[src/rtl/mem_bus_arbiter.sv]
// Two-master round-robin arbiter for the PicoRV32-native memory bus, with a
// slave-response watchdog that completes unanswered transactions.
module mem_bus_arbiter #(
  parameter int unsigned TIMEOUT       = 64,
  parameter logic [31:0] TIMEOUT_RDATA = 32'hDEAD_BEEF,
  parameter int unsigned CNT_W         = 8
) (
  input  logic        clk,
  input  logic        rst,
  input  logic        m0_valid,
  input  logic [31:0] m0_addr,
  input  logic [31:0] m0_wdata,
  input  logic [3:0]  m0_wstrb,
  output logic        m0_ready,
  output logic [31:0] m0_rdata,
  input  logic        m1_valid,
  input  logic [31:0] m1_addr,
  input  logic [31:0] m1_wdata,
  input  logic [3:0]  m1_wstrb,
  output logic        m1_ready,
  output logic [31:0] m1_rdata,
  output logic        s_valid,
  output logic [31:0] s_addr,
  output logic [31:0] s_wdata,
  output logic [3:0]  s_wstrb,
  input  logic        s_ready,
  input  logic [31:0] s_rdata,
  output logic [1:0]  grant,
  output logic        timeout_flag,
  output logic [31:0] timeout_addr,
  input  logic        timeout_clr
);

  typedef enum logic {IDLE, BUSY} state_t;

  localparam logic [CNT_W-1:0] CNT_LAST = CNT_W'((TIMEOUT == 0) ? 0 : TIMEOUT - 1);

  state_t           state, state_nxt;
  logic [1:0]       grant_nxt;
  logic             last_owner, last_owner_nxt;
  logic [CNT_W-1:0] cnt, cnt_nxt;
  logic             busy, owner, to_hit, done, pick1;
  logic [31:0]      rsp;

  assign busy   = (state == BUSY);
  assign owner  = grant[1];
  // s_ready in the final watchdog cycle wins over the timeout
  assign to_hit = (TIMEOUT != 0) && busy && !s_ready && (cnt == CNT_LAST);
  assign done   = busy && (s_ready || to_hit);
  // m1 wins when alone, or on contention when m0 owned the bus last
  assign pick1  = m1_valid && (!m0_valid || !last_owner);

  always_ff @(posedge clk or posedge rst) begin
    if (rst) begin
      state      <= IDLE;
      grant      <= 2'b00;
      last_owner <= 1'b1;
      cnt        <= '0;
    end else begin
      state      <= state_nxt;
      grant      <= grant_nxt;
      last_owner <= last_owner_nxt;
      cnt        <= cnt_nxt;
    end
  end

  always_comb begin
    state_nxt      = state;
    grant_nxt      = grant;
    last_owner_nxt = last_owner;
    cnt_nxt        = cnt;
    case (state)
      IDLE: begin
        if (m0_valid || m1_valid) begin
          state_nxt = BUSY;
          grant_nxt = pick1 ? 2'b10 : 2'b01;
          cnt_nxt   = '0;
        end
      end
      BUSY: begin
        if (done) begin
          state_nxt      = IDLE;
          grant_nxt      = 2'b00;
          last_owner_nxt = owner;
        end else begin
          cnt_nxt = cnt + 1'b1;
        end
      end
      default: begin
        state_nxt = IDLE;
        grant_nxt = 2'b00;
      end
    endcase
  end

  always_ff @(posedge clk or posedge rst) begin
    if (rst) begin
      timeout_flag <= 1'b0;
      timeout_addr <= '0;
    end else if (to_hit) begin
      timeout_flag <= 1'b1;
      timeout_addr <= s_addr;
    end else if (timeout_clr) begin
      timeout_flag <= 1'b0;
    end
  end

  // Idle bus parks on m0's address/data with strobes forced to read
  assign s_valid = busy;
  assign s_addr  = (busy && owner) ? m1_addr  : m0_addr;
  assign s_wdata = (busy && owner) ? m1_wdata : m0_wdata;
  assign s_wstrb = busy ? (owner ? m1_wstrb : m0_wstrb) : 4'b0000;

  assign rsp      = s_ready ? s_rdata : TIMEOUT_RDATA;
  assign m0_ready = done && !owner;
  assign m1_ready = done && owner;
  assign m0_rdata = m0_ready ? rsp : '0;
  assign m1_rdata = m1_ready ? rsp : '0;

endmodule

[config.mk]
export PLATFORM = sky130hd
export DESIGN_NAME = mem_bus_arbiter
export DESIGN_NICKNAME = d
export VERILOG_FILES = /design/src/rtl/mem_bus_arbiter.sv
export SDC_FILE = /design/constraint.sdc
export NUM_CORES = 1
export LEC_CHECK = 0
export CAP_MARGIN = 5
export CORE_AREA = 3 3 133 135
export DETAILED_ROUTE_END_ITERATION = 8
export DIE_AREA = 0 0 136 138
export SETUP_SLACK_MARGIN = 0.15
export SLEW_MARGIN = 20
export SYNTH_ARGS = -nofsm -noshare
export SYNTH_HDL_FRONTEND = slang
export SYNTH_SLANG_ARGS = --single-unit
[constraint.sdc]
create_clock -name clk -period 4.1 [get_ports clk]
set_clock_uncertainty 0.2 [all_clocks]
set_input_delay 0.82 -clock clk [delete_from_list [all_inputs] [get_ports clk]]
set_output_delay 0.82 -clock clk [all_outputs]
set_load 0.05 [all_outputs]
Yosys cells after proc, flatten, opt, wreduce, memory -nomap -nowiden:

Index checks and enable logic that the tools add are counted.

* flip-flop bits (word level): 45
* bits of input ports: 174
* output and inout port bits: 170
* word-level logic and storage cells: 49

* add/subtract/negate cells: 1
* equality and inequality tests: 4
* multiplexer cells: 19
* bitwise logic cells: 1
* reductions and logical operators: 18

Operator list (number)
* two-way mux 32 bit: 5
* two-way mux 8 bit: 2
* case mux 8 bit (2 select lines): 1
* adder 8 x 1 -> 8 bit, second input constant: 1
* equality test 8 x 6 -> 1 bit, second input constant: 1
* two-way mux 4 bit: 2
* logical AND 1 bit: 7
* two-way mux 2 bit: 3
* AND reduction 2 bit: 3
* logical NOT 1 bit: 4
* two-way mux 1 bit: 4
* inequality test 2 bit, second input constant: 2
* case mux 2 bit (2 select lines): 1
* logical OR 1 bit: 3
* inequality test 2 x 1 -> 1 bit, second input constant: 1
* case mux 1 bit (2 select lines): 1
* nonzero test 2 bit: 1
* inverter 1 bit: 1

Longest topological paths before layout:

* word-level depth: 7
* gate-level depth with buffers: 8
* depth with buffers taken out: 5

Worst setup path before layout:

Ideal clock, no wire load.

* path type: flip-flop to output port
* start point: register grant[1]
* end point: output m0_rdata[18]
* data arrival time: 2228 ps
* data required time: 3080 ps
* path slack: 852 ps
* stages on the path, launching flop included: 8
* path buffers: 4
* path through: dfrtp_1 -> buf_4 -> nand2b_1 -> clkbuf_1 -> or2_1 -> buf_6 -> buf_6 -> nor2_1

* word-level cells in the longest chain between the ends: 3

RTL lines
* start: declaration: RTL line 28 `output logic [1:0] grant,`
* start signal: assignment: RTL line 61 `grant <= grant_nxt;`
* logical NOT 1 bit: RTL line 115 `assign m0_ready = done && !owner;`
* logical AND 1 bit: RTL line 115
* two-way mux 32 bit: RTL line 117 `assign m0_rdata = m0_ready ? rsp : '0;`
* end: declaration: RTL line 15 `output logic [31:0] m0_rdata,`

Every way passes these cells.

Worst setup path after layout:

* start point: register grant[1]
* end point: output s_addr[17]

* word-level cells in the longest chain between the ends: 2

RTL lines
* logical AND 1 bit: RTL line 110 `assign s_addr = (busy && owner) ? m1_addr : m0_addr;`
* two-way mux 32 bit: RTL line 110
* end: declaration: RTL line 23 `output logic [31:0] s_addr,`

Every way passes these cells.

==> impl_metrics.csv <==
group,metric,value,unit
run_status,status,"finished, final reports clean",
final_layout,drive_gt1_share,27.6,%
sta,finalSetupTns,0,ns
global_route,grt_pass1_wl,24200,um
sta,worst_pin_slew,0.894,ns
floorplanning,io_pins,344,
floorplanning,initial_core_util,19.6,%
flow_run,cap_viol_max_count,0,
routing,wl_per_cell,18.9,um
global_route,antenna_found_initial,1,
synth,synthDistinctLibCells,40,
critical_path,required,3.08,ns
sta,fin_crit,3.57,ns
critical_path,reg2reg_to,"timeout_addr[22]$_DFFE_PP0P_",
cts,cts_tree,"built",
pwr,total_power,2120,uW
cts,worstSkewPairLatency,0.29,ns
critical_path,reg2regPathDepth,4,
synth,synth.avg_cell_area,9.77,sq um
synth,synth_most_common_cell,"mux2_2",
critical_path,cp-start-kind,"register",
min_path,hold_path_class,"register to register",
critical_path,r2r_setup_slack,1.46,ns
floorplanning,die_area,18800,sq um
sta,hold_viol_final,0,
synth,syn_nets,508,
final_layout,fin_nets,838,
global_route,grt_max_degree,46,
synth,yosysWarnings,0,
cts,clk_path_buf_depth,2,
sta,slew_viol_final,0,
critical_path,path_class,"register to primary output",
synth,netlist_instances,333,
final_layout,post-route-util,42.3,%
synth,ys_ff_latch,45,
routing,vias_per_cell,4.24,
cts,cts_max_level,2,
min_path,holdPathStages,1,
routing,drt_iter0_drc,102,
synth,synth_edf_count,0,
synth,synth-async-reset-ratio,100,%
cts,numCtsBuffers,5,
sta,max_freq,280,MHz
final_layout,syn_to_final_growth,116,%
routing,wl,16700,um
synth,yosysSeqAreaShare,34.7,%
pwr,p_leak,0.00305,uW
synth,ys_top_cells_by_count,"mux2_2, nor2_1, dfrtp_1, nor2b_1, nand2_1",
synth,netlist_area,3250,sq um
global_route,grt_pass1_vias,3895,
final_layout,fillCellCount,1612,
synth,synth_top_flop_cell,"dfrtp_1",
critical_path,crit_fanout,33,
global_route,grt_overflow,0,
floorplanning,die_w,136,um
critical_path,cp.arrival,2.55,ns
critical_path,end_kind,"primary output",
min_path,hp-start,"timeout_addr[11]$_DFFE_PP0P_",
synth,synth_top_area_share,33.9,%
routing,via_count,3756,
cts,ctsResizeCount,0,
critical_path,crit-reg2reg-launch,"cnt[0]$_DFFE_PP0P_",
min_path,min_to,"timeout_addr[11]$_DFFE_PP0P_",
synth,synth_area_leaders,"dfrtp_1, mux2_2, nor2_1",
sta,period_share,87.0,%
routing,ant_nets,0,
sta,setup_viol,0,
critical_path,cp_slowest_stage_delay,0.84,ns
synth,yosysTopAreaCell,"dfrtp_1",
floorplanning,core_area,16600,sq um
pwr,power.density,302,nW/um^2
routing,drc_errors,0,
floorplanning,die_y,138,um
placement,gp_congestion,0.886,
pwr,peakVddDrop,0.174,mV
cts,postCtsSetupRepairBufs,0,
cts,clock_sinks,45,
cts,clkTransAtPathRegs,0.06,ns
cts,cts_hold_buf,0,
sta,rsz0062_at_grt,"no",
critical_path,worstPathCellList,"nand2_4, buf_12, mux2_2, clkdlybuf4s50_1",
critical_path,crit_path_top_delay_cell,"clkdlybuf4s50_1",
placement,io_buffers,343,
global_route,track_usage,16.8,%
floorplanning,fp-row-count,47,
placement,dp_hpwl,14100,um
cts,cts_root_buf,"clkbuf_16",
routing,first_pass_iters,4,
sta,slew_headroom,40.3,%
[through the flow]
| stage | worst slack (ns) | hold slack, ns | cells | area, sq um |
|---|---|---|---|---|
| after global routing | 0.383 | 0.331 | 885 | 7020 |
| after global placement | 0.735 | 0.284 | 876 | 6860 |
| after floorplan | 0.852 | 0.259 | 333 | 3250 |
| after detailed placement | 0.627 | 0.296 | 876 | 6860 |
| final | 0.532 | 0.306 | 885 | 7020 |
| after CTS | 0.461 | 0.308 | 884 | 7010 |
[worst max-delay path, delay by kind of cell (launching register included)]
kind / cells / cell delay [ns]
buffers and inverters: 2 / 1.10
flip-flops: 1 / 0.60
AND/OR/NAND/NOR: 1 / 0.27
multiplexers: 1 / 0.26
[layer usage]
metal	track usage (%)	routed length, um
met3	4.98	1640
met2	31.2	8660
met1	18.4	6150
met5	0	0
met4	4.24	251
[worst max-delay path by stage]
| stage | from | to | cells past startpoint |
|---|---|---|---|
| finish | grant[1]$_DFFE_PP0P_ | s_addr[17] | 4 |
| global route | grant[1]$_DFFE_PP0P_ | s_addr[17] | 4 |
| CTS | grant[1]$_DFFE_PP0P_ | s_addr[17] | 4 |
| detailed placement | s_ready | m1_rdata[5] | 5 |
| global placement | s_ready | m1_rdata[5] | 5 |
| floorplan | grant[1]$_DFFE_PP0P_ | m0_rdata[18] | 7 |
[flip-flops by register name (all words and copies together) (netlist names)]
name	flops
cnt	8
s_valid	1
grant	2
timeout_addr	32
last_owner	1
timeout_flag	1
[cells in the final DEF (no fill, tap or decap), types with 3 or more instances in the layout]
| cell type | netlist | routed |
|---|---|---|
| nor3_1 | 3 | 3 |
| o21ai_0 | 10 | 10 |
| mux2_2 | 95 | 95 |
| nand2_1 | 15 | 15 |
| buf_12 | 0 | 17 |
| nand3_1 | 3 | 3 |
| mux2i_1 | 4 | 4 |
| buf_4 | 2 | 53 |
| inv_1 | 7 | 6 |
| nor2_1 | 72 | 72 |
| clkdlybuf4s50_1 | 0 | 277 |
| clkbuf_16 | 0 | 5 |
| nor2b_1 | 24 | 24 |
| dfrtp_1 | 44 | 44 |
[power by group]
| group | switching [uW] | internal (uW) |
|---|---|---|
| registers | 25.7 | 461 |
| clock network | 170 | 258 |
| logic | 720 | 486 |
[final cells by class]
type                            instances  area (sq um)  share of cell area (%)
Sequential cell                        45          1130                    16.1
Antenna cell                            1          2.50                  0.0357
Multi-Input combinational cell        256          1910                    27.2
Inverter                                8          31.3                   0.446
Clock buffer                            7           153                    2.18
Clock inverter                          1          5.00                  0.0713
Timing Repair Buffer                  347          3510                    50.0
Tap cell                              220           275                    3.92
[cell families after synthesis]
| kind of cell | share of synthesized area [%] |
|---|---|
| xor gates and xnor gates | 0.269 |
| muxes | 34.8 |
| AOI/OAI and AO/OA | 4.58 |
| DFF | 34.7 |
| adders and majority gates | 0.385 |
| buffers and inverters | 6.54 |
| and+or+nand+nor | 18.7 |
(Power assumes the default switching activity.)
